==> src/rtl/output_pkg.sv <==
// Shared constants and helpers for the output result path.
package output_pkg;

    localparam int unsigned RESULT_WIDTH = 64;
    localparam int unsigned MAX_CORES    = 16;

    // Width of a binary index into n lanes; at least one bit, even for a single lane.
    function automatic int unsigned ptr_width(input int unsigned n);
        return (n > 1) ? $clog2(n) : 1;
    endfunction

endpackage

==> src/rtl/rr_priority_pick.sv <==
// Round-robin pick: rotate requests so the pointer lane is bit 0, take the lowest set bit,
// then rotate the result back into lane numbering. Purely combinational.
module rr_priority_pick #(
    parameter int unsigned N  = 4,
    parameter int unsigned PW = 2
) (
    input  logic [N-1:0]  req_i,
    input  logic [PW-1:0] ptr_i,
    output logic [N-1:0]  gnt_o,
    output logic [PW-1:0] idx_o,
    output logic          any_o
);

    logic [N-1:0] rot;
    logic         found;
    int unsigned  k;
    int unsigned  lane;

    // Rotate, priority-encode, rotate back.
    always_comb begin
        rot   = N'({req_i, req_i} >> ptr_i);
        found = 1'b0;
        k     = 0;
        for (int unsigned i = 0; i < N; i++) begin
            if (!found && rot[i]) begin
                found = 1'b1;
                k     = i;
            end
        end
        lane = 32'(ptr_i) + k;
        if (lane >= N) begin
            lane = lane - N;
        end
        any_o = found;
        idx_o = found ? PW'(lane) : '0;
        gnt_o = found ? (N'(1) << lane) : '0;
    end

endmodule

==> src/rtl/output_result_arbiter.sv <==
// Merges per-core result streams into the output buffer write port, round-robin,
// and registers the buffer fullness flag as a throttle broadcast to the cores.
module output_result_arbiter
    import output_pkg::*;
#(
    parameter int unsigned NUM_CORES  = 4,
    parameter int unsigned WIDTH      = RESULT_WIDTH,
    parameter int unsigned COUNT_BITS = 32
) (
    input  logic                       clk,
    input  logic                       rst,
    input  logic [NUM_CORES-1:0]       coreValid,
    input  logic [NUM_CORES*WIDTH-1:0] coreData,
    output logic [NUM_CORES-1:0]       coreReady,
    input  logic                       bufferSlow,
    output logic                       coreThrottle,
    output logic                       outValid,
    output logic [WIDTH-1:0]           outData,
    output logic [COUNT_BITS-1:0]      resultCount
);

    localparam int unsigned PtrW = ptr_width(NUM_CORES);

    logic [PtrW-1:0]       ptr_q, ptr_d;
    logic                  out_valid_q, out_valid_d;
    logic [WIDTH-1:0]      out_data_q, out_data_d;
    logic                  throttle_q, throttle_d;
    logic [COUNT_BITS-1:0] count_q, count_d;

    logic [NUM_CORES-1:0]  pick_gnt;
    logic [PtrW-1:0]       pick_idx;
    logic                  pick_any;
    logic                  grant;

    rr_priority_pick #(
        .N  (NUM_CORES),
        .PW (PtrW)
    ) u_pick (
        .req_i (coreValid),
        .ptr_i (ptr_q),
        .gnt_o (pick_gnt),
        .idx_o (pick_idx),
        .any_o (pick_any)
    );

    // Grant decode and next-state; a word offered during reset is never accepted.
    always_comb begin
        grant       = pick_any && !rst;
        coreReady   = rst ? '0 : pick_gnt;
        ptr_d       = ptr_q;
        out_data_d  = out_data_q;
        out_valid_d = grant;
        throttle_d  = bufferSlow;
        count_d     = count_q + (grant ? COUNT_BITS'(1) : COUNT_BITS'(0));
        if (grant) begin
            ptr_d      = (pick_idx == PtrW'(NUM_CORES - 1)) ? '0 : pick_idx + PtrW'(1);
            out_data_d = coreData[pick_idx*WIDTH +: WIDTH];
        end
    end

    // State registers with synchronous reset.
    always_ff @(posedge clk) begin
        if (rst) begin
            ptr_q       <= '0;
            out_valid_q <= 1'b0;
            out_data_q  <= '0;
            throttle_q  <= 1'b0;
            count_q     <= '0;
        end else begin
            ptr_q       <= ptr_d;
            out_valid_q <= out_valid_d;
            out_data_q  <= out_data_d;
            throttle_q  <= throttle_d;
            count_q     <= count_d;
        end
    end

    assign outValid     = out_valid_q;
    assign outData      = out_data_q;
    assign coreThrottle = throttle_q;
    assign resultCount  = count_q;

endmodule

==> config.mk <==
export PLATFORM = sky130hd
export DESIGN_NAME = output_result_arbiter
export DESIGN_NICKNAME = d
export VERILOG_FILES = /design/src/rtl/output_pkg.sv /design/src/rtl/rr_priority_pick.sv /design/src/rtl/output_result_arbiter.sv
export SDC_FILE = /design/constraint.sdc
export NUM_CORES = 1
export LEC_CHECK = 0
export ABC_CLOCK_PERIOD_IN_PS = 6850
export BUFFER_PORTS_ARGS = -buffer_cell sky130_fd_sc_hd__buf_2
export CORE_AREA = 2 2 144 146
export DETAILED_ROUTE_END_ITERATION = 8
export DIE_AREA = 0 0 146 148
export GPL_TIMING_DRIVEN = 1
export PLACE_DENSITY_LB_ADDON = 0.25
export SETUP_SLACK_MARGIN = 0.02
export SLEW_MARGIN = 20
export SYNTH_ARGS = -nofsm -noshare
export SYNTH_HDL_FRONTEND = slang
export SYNTH_SLANG_ARGS = --single-unit
==> constraint.sdc <==
create_clock -name clk -period 6.85 [get_ports clk]
set_input_delay 1.37 -clock clk [delete_from_list [all_inputs] [get_ports clk]]
set_output_delay 1.37 -clock clk [all_outputs]
set_load 0.005 [all_outputs]
After elaboration in Yosys (flattened, before gate mapping) --
Cells that the tools add are included.
Word-level totals: register bits 100, input port bits 263, output and inout port bits 102
Operators by class: add/sub/neg operators 4, magnitude comparators 1, equality and inequality tests 1, shift-type cells 3, mux-type cells 13, reductions and logical operators 8
Operator list (count):
- 256-bit by 9-bit variable part select with 64-bit output | 1
- 32-bit by 1-bit adder with 32-bit output | 1
- 32-bit by 3-bit greater-or-equal comparator with 1-bit output, second input constant | 1
- 32-bit two-way mux | 1
- 1-bit by 32-bit left shift with 4-bit output, first input constant | 1
- 32-bit by 3-bit subtractor with 32-bit output, second input constant | 1
- 2-bit two-way mux | 4
- 4-bit two-way mux | 2
- 8-bit by 2-bit right shift with 4-bit output | 1
- 1-bit two-way mux | 6
- 1-bit logical AND | 4
- 1-bit logical NOT | 4
- 2-bit by 2-bit adder with 3-bit output | 1
- 2-bit by 1-bit adder with 2-bit output, second input constant | 1
- 2-bit equality test, second input constant | 1

Depth between registers and ports, before layout --
depth after elaboration 17, depth in mapped cells 13, depth with buffers taken out 10

Hierarchy --
From an unflattened synthesis, not the netlist that was laid out.
Second synthesis, totals: cells, all modules 524, area, all modules 5729.2 um^2
Modules (own cells, without submodules):
- output_result_arbiter | times used 1, cells each 483, area an instance 5432.7 um^2, sequential area each 2001.9 um^2
- rr_priority_pick | times used 1, cells each 41, area an instance 296.5 um^2, sequential area each 0.0 um^2

Worst setup path before layout --
Ideal clock, no wire load.
kind input to output, start point input port coreValid[1], end point output port coreReady[0], arrival 3.305 ns, required time 5.480 ns, slack 2.175 ns, cell stages on the path 9, path through clkbuf_1 > nor2_1 > or4_1 > o2111ai_1 > ha_1 > buf_2 > buf_2 > buf_1 > nor4_1
Between the ends: word-level cells in the longest chain between the ends 17, elaborated cells on any way between the ends 21, those cells by class 2 x add/sub; 1 x order compare; 2 x shift; 10 x mux; 6 x reduce/logical
Ends and longest elaborated chain:
- start, declared | line output_result_arbiter.sv:12 | input logic [NUM_CORES-1:0] coreValid,
- 8-bit by 2-bit right shift with 4-bit output * | line rr_priority_pick.sv:21 | rot = N'({req_i, req_i} >> ptr_i);
- 1-bit two-way mux | line rr_priority_pick.sv:25 | if (!found && rot[i]) begin
- 1-bit logical NOT | line rr_priority_pick.sv:25
- 1-bit logical AND | line rr_priority_pick.sv:25
- 1-bit two-way mux | line rr_priority_pick.sv:25
- 1-bit logical NOT | line rr_priority_pick.sv:25
- 1-bit logical AND | line rr_priority_pick.sv:25
- 1-bit two-way mux | line rr_priority_pick.sv:25
- 1-bit logical NOT | line rr_priority_pick.sv:25
- 1-bit logical AND | line rr_priority_pick.sv:25
- 2-bit two-way mux | line rr_priority_pick.sv:25
- 2-bit by 2-bit adder with 3-bit output | line rr_priority_pick.sv:30 | lane = 32'(ptr_i) + k;
- 32-bit by 3-bit subtractor with 32-bit output or 32-bit by 3-bit greater-or-equal comparator with 1-bit output (tied branches) | line rr_priority_pick.sv:32, rr_priority_pick.sv:31
- 32-bit two-way mux | line rr_priority_pick.sv:31 | if (lane >= N) begin
- 1-bit by 32-bit left shift with 4-bit output | line rr_priority_pick.sv:36 | gnt_o = found ? (N'(1) << lane) : '0;
- 4-bit two-way mux * | line rr_priority_pick.sv:36
- 4-bit two-way mux * | line output_result_arbiter.sv:49 | coreReady = rst ? '0 : pick_gnt;
- end, declared | line output_result_arbiter.sv:14 | output logic [NUM_CORES-1:0] coreReady,
Every way passes the cells marked *; elsewhere a longest branch is shown, timed or not.

Final worst setup path --
start point input port coreValid[3], end point output port coreReady[2]
The elaborated chain is that of the path after synthesis.

==> summary.txt <==
Run status
  – Status: finished clean

Setup path
  – Max stage delay cell, worst path: buf_4
  – Reg2Reg Depth: 9
  – Worst path arrival time: 3.73 ns
  – CP Cell Sequence: buf_2, inv_1, and3_1, o21ai_0, o2111ai_1, ha_4, inv_2, buf_4, o211ai_1, nand2_1, nor4_1, buf_2
  – Crit Path Category: in -> out
  – Worst setup EP type: output pin
  – Critical Path Source Type: input port
  – CP max stage delay: 0.50 ns
  – R2R Setup Slk: 3.47 ns
  – Worst path most repeated cell: buf_2
  – WP data required: 5.48 ns
  – Maximum fanout along the worst path: 61

STA
  – Final period demand of the worst path: 5.10 ns
  – Slew at the pin closest to its max-slew limit: 1.08 ns
  – Slew Viols, Final: 0
  – Setup TNS: 0 ns
  – Worst slew margin: 28.3%
  – Fmax: 196 MHz
  – Unrepaired setup endpoints after global routing: no
  – Final Cycle Share: 74.4%
  – Worst Skew: 0.00671 ns
  – Final-report setup violation count: 0
  – Hold Fails Final Rpt: 0

Logic synthesis
  – Yosys cell types: 53
  – Mapped Nets: 1088
  – Area leader, netlist: dfxtp_1
  – Number of synthesized flops with an enable pin: 0
  – Ys Warns: 0
  – Yosys top cell area share: 28.7%
  – Syn Area/Cell: 8.50 µm²
  – Cells after synthesis: 821
  – Prevailing post-synth register cell: dfxtp_1
  – Async SR Flop Fraction: 0%
  – Main area contributors after synthesis: dfxtp_1 (29%), mux2i_1 (27%), nand3_1 (9.4%)
  – Mapped Area: 0.00698 mm²
  – Seq/Total Area, Yosys: 28.7%
  – Flop and latch count out of synthesis: 100

Floorplanning
  – Die Ht: 148 µm
  – Die footprint: 0.0216 mm²
  – Core ar.: 0.0200 mm²
  – Number of core rows: 52
  – Initial Utilization: 34.8%
  – Io pins: 365
  – Chip width: 146 µm

Drt
  – Via density: 5.18
  – DR pass1 iterations: 5
  – DRT iter0 DRCs: 389
  – DRC violations left: 0
  – Routed via count: 7258
  – Drt wl/cell: 16.7 µm
  – Routed Antenna Nets: 0
  – Final WL: 23500 µm

Place
  – Final Wtd Congestion: 0.782
  – Final HPWL DP: 17100 µm
  – Inst Count DP: 1382
  – Port Buf Inserts: 364
  – DP Area: 0.00884 mm²

CTS
  – CTS buffer count: 9
  – Htree depth: 3
  – Worst skew pair latency: 0.35 ns
  – Post-CTS sizing: 0
  – Clock Path Buffers: 2
  – CTS tree: yes
  – Post-CTS Setup Repair Bufs: 0
  – CTS root buffer: clkbuf_16
  – Clock sinks: 100
  – Post-CTS Hold Fix Bufs: 0
  – Worst-path clk slew: 0.07 ns

GRT
  – Global Route Usage Sum: 20.8%
  – Antenna violations before repair: 3
  – Largest net degree at the start of global routing: 129
  – Vias in the first global route: 6624
  – First-pass GRT wire length: 35900 µm
  – GR Overflow Total: 0

Power
  – Worst ir drop on vdd: 0.000276 V
  – LEAKAGE: 4.50 nW
  – Pwr/cell area: 393 mW/mm²

Final layout
  – Area Overhead vs Synth: 31.8%
  – # nets final: 1391
  – Layout cells sized above 1: 36.5%
  – Fin area: 0.00921 mm²
  – Post-route insts no fill: 1402
  – Util after Layout: 45.9%

Run
  – Number of max-cap violations: 0

Hold path
  – Hold Path Class: reg -> reg
  – Min-Delay Path Depth: 2
-- placed cells by master, fill, tap and decap left out, types with 9 or more instances in the layout --
cell type,count
nand3_1,131
o21ai_0,68
xnor2_1,12
nand2_1,17
nor2_1,35
mux2i_1,185
dfxtp_1,100
clkbuf_16,9
xor2_1,10
a211oi_1,61
nor4_1,11
a21oi_1,14
buf_2,364
-- critical path: cells and delay by family --
kind / cells / cell delay (ns)
adder cells (fa/ha/maj): 1 / 0.26
buffers and inverters: 5 / 0.97
AO/OA/AOI/OAI: 3 / 0.66
AND/OR/NAND/NOR: 3 / 0.45
-- path summary, 6_finish.rpt --
check / startpoint / to
max: coreValid[3] / coreReady[2]
min: resultCount[30] / resultCount[30]
max reg2reg: ptr_q[0] / outData[63]
min reg2reg: resultCount[30] / resultCount[30]
-- synthesized netlist by cell type (5+ instances only) --
cell type	instances
mux2i_1	185
nand3_1	131
dfxtp_1	100
o21ai_0	68
a211oi_1	61
clkbuf_1	51
nor2_1	35
nand2_1	17
buf_2	15
a21oi_1	14
xnor2_1	12
nor4_1	11
xor2_1	10
or3_1	9
and2_1	7
buf_6	7
nor2b_1	7
buf_4	6
mux2_2	6
nand4_1	6
inv_1	5
nor3_1	5
-- per-stage QoR --
stage | setup slack, ns | hold WS [ns] | total power, W
after detailed placement | 1.69 | 0.497 | 0.00306
after CTS | 1.69 | 0.506 | 0.00366
after global routing | 1.53 | 0.558 | 0.00385
after global placement | 1.68 | 0.487 | 0.00304
after floorplan | 2.17 | 0.481 | 0.00247
final | 1.75 | 0.509 | 0.00362
-- logic make-up after synthesis --
group	count (synthesis)	share of synthesized area, %
flops	100	28.7
xor+xnor	22	2.76
fa+ha+maj	4	0.717
buf+inv	88	6.08
simple gates	250	19.1
compound gates	166	15.2
mux	191	27.5
-- flip-flops by register name, indices dropped and copies added, names as in the netlist --
register,flops
resultCount,32
ptr_q,2
coreThrottle,1
outData,64
outValid,1
-- cell type report --
cell class,instances,area [µm²]
Timing Repair Buffer,374,1920
Multi-Input combinational cell,633,4580
Tap cell,270,338
Clock buffer,11,253
Clock inverter,5,82.6
Fill cell,2041,10800
Inverter,6,22.5
Antenna cell,3,7.51
Sequential cell,100,2000
-- routing by layer --
metal | GRT usage, % | wire length (µm) | up-vias
met5 | 0 | 0 | -
met3 | 3.06 | 1210 | 30
met1 | 25.5 | 9670 | 3292
met4 | 7.72 | 495 | 0
li1 | - | - | 3674
met2 | 37.2 | 12100 | 262
-- report_power, final --
part / switching, W / internal, W
Combinational: 0.00119 / 0.000982
Sequential: 0.000101 / 0.000768
Clock: 0.000241 / 0.000342
(Power assumes the default switching activity.)
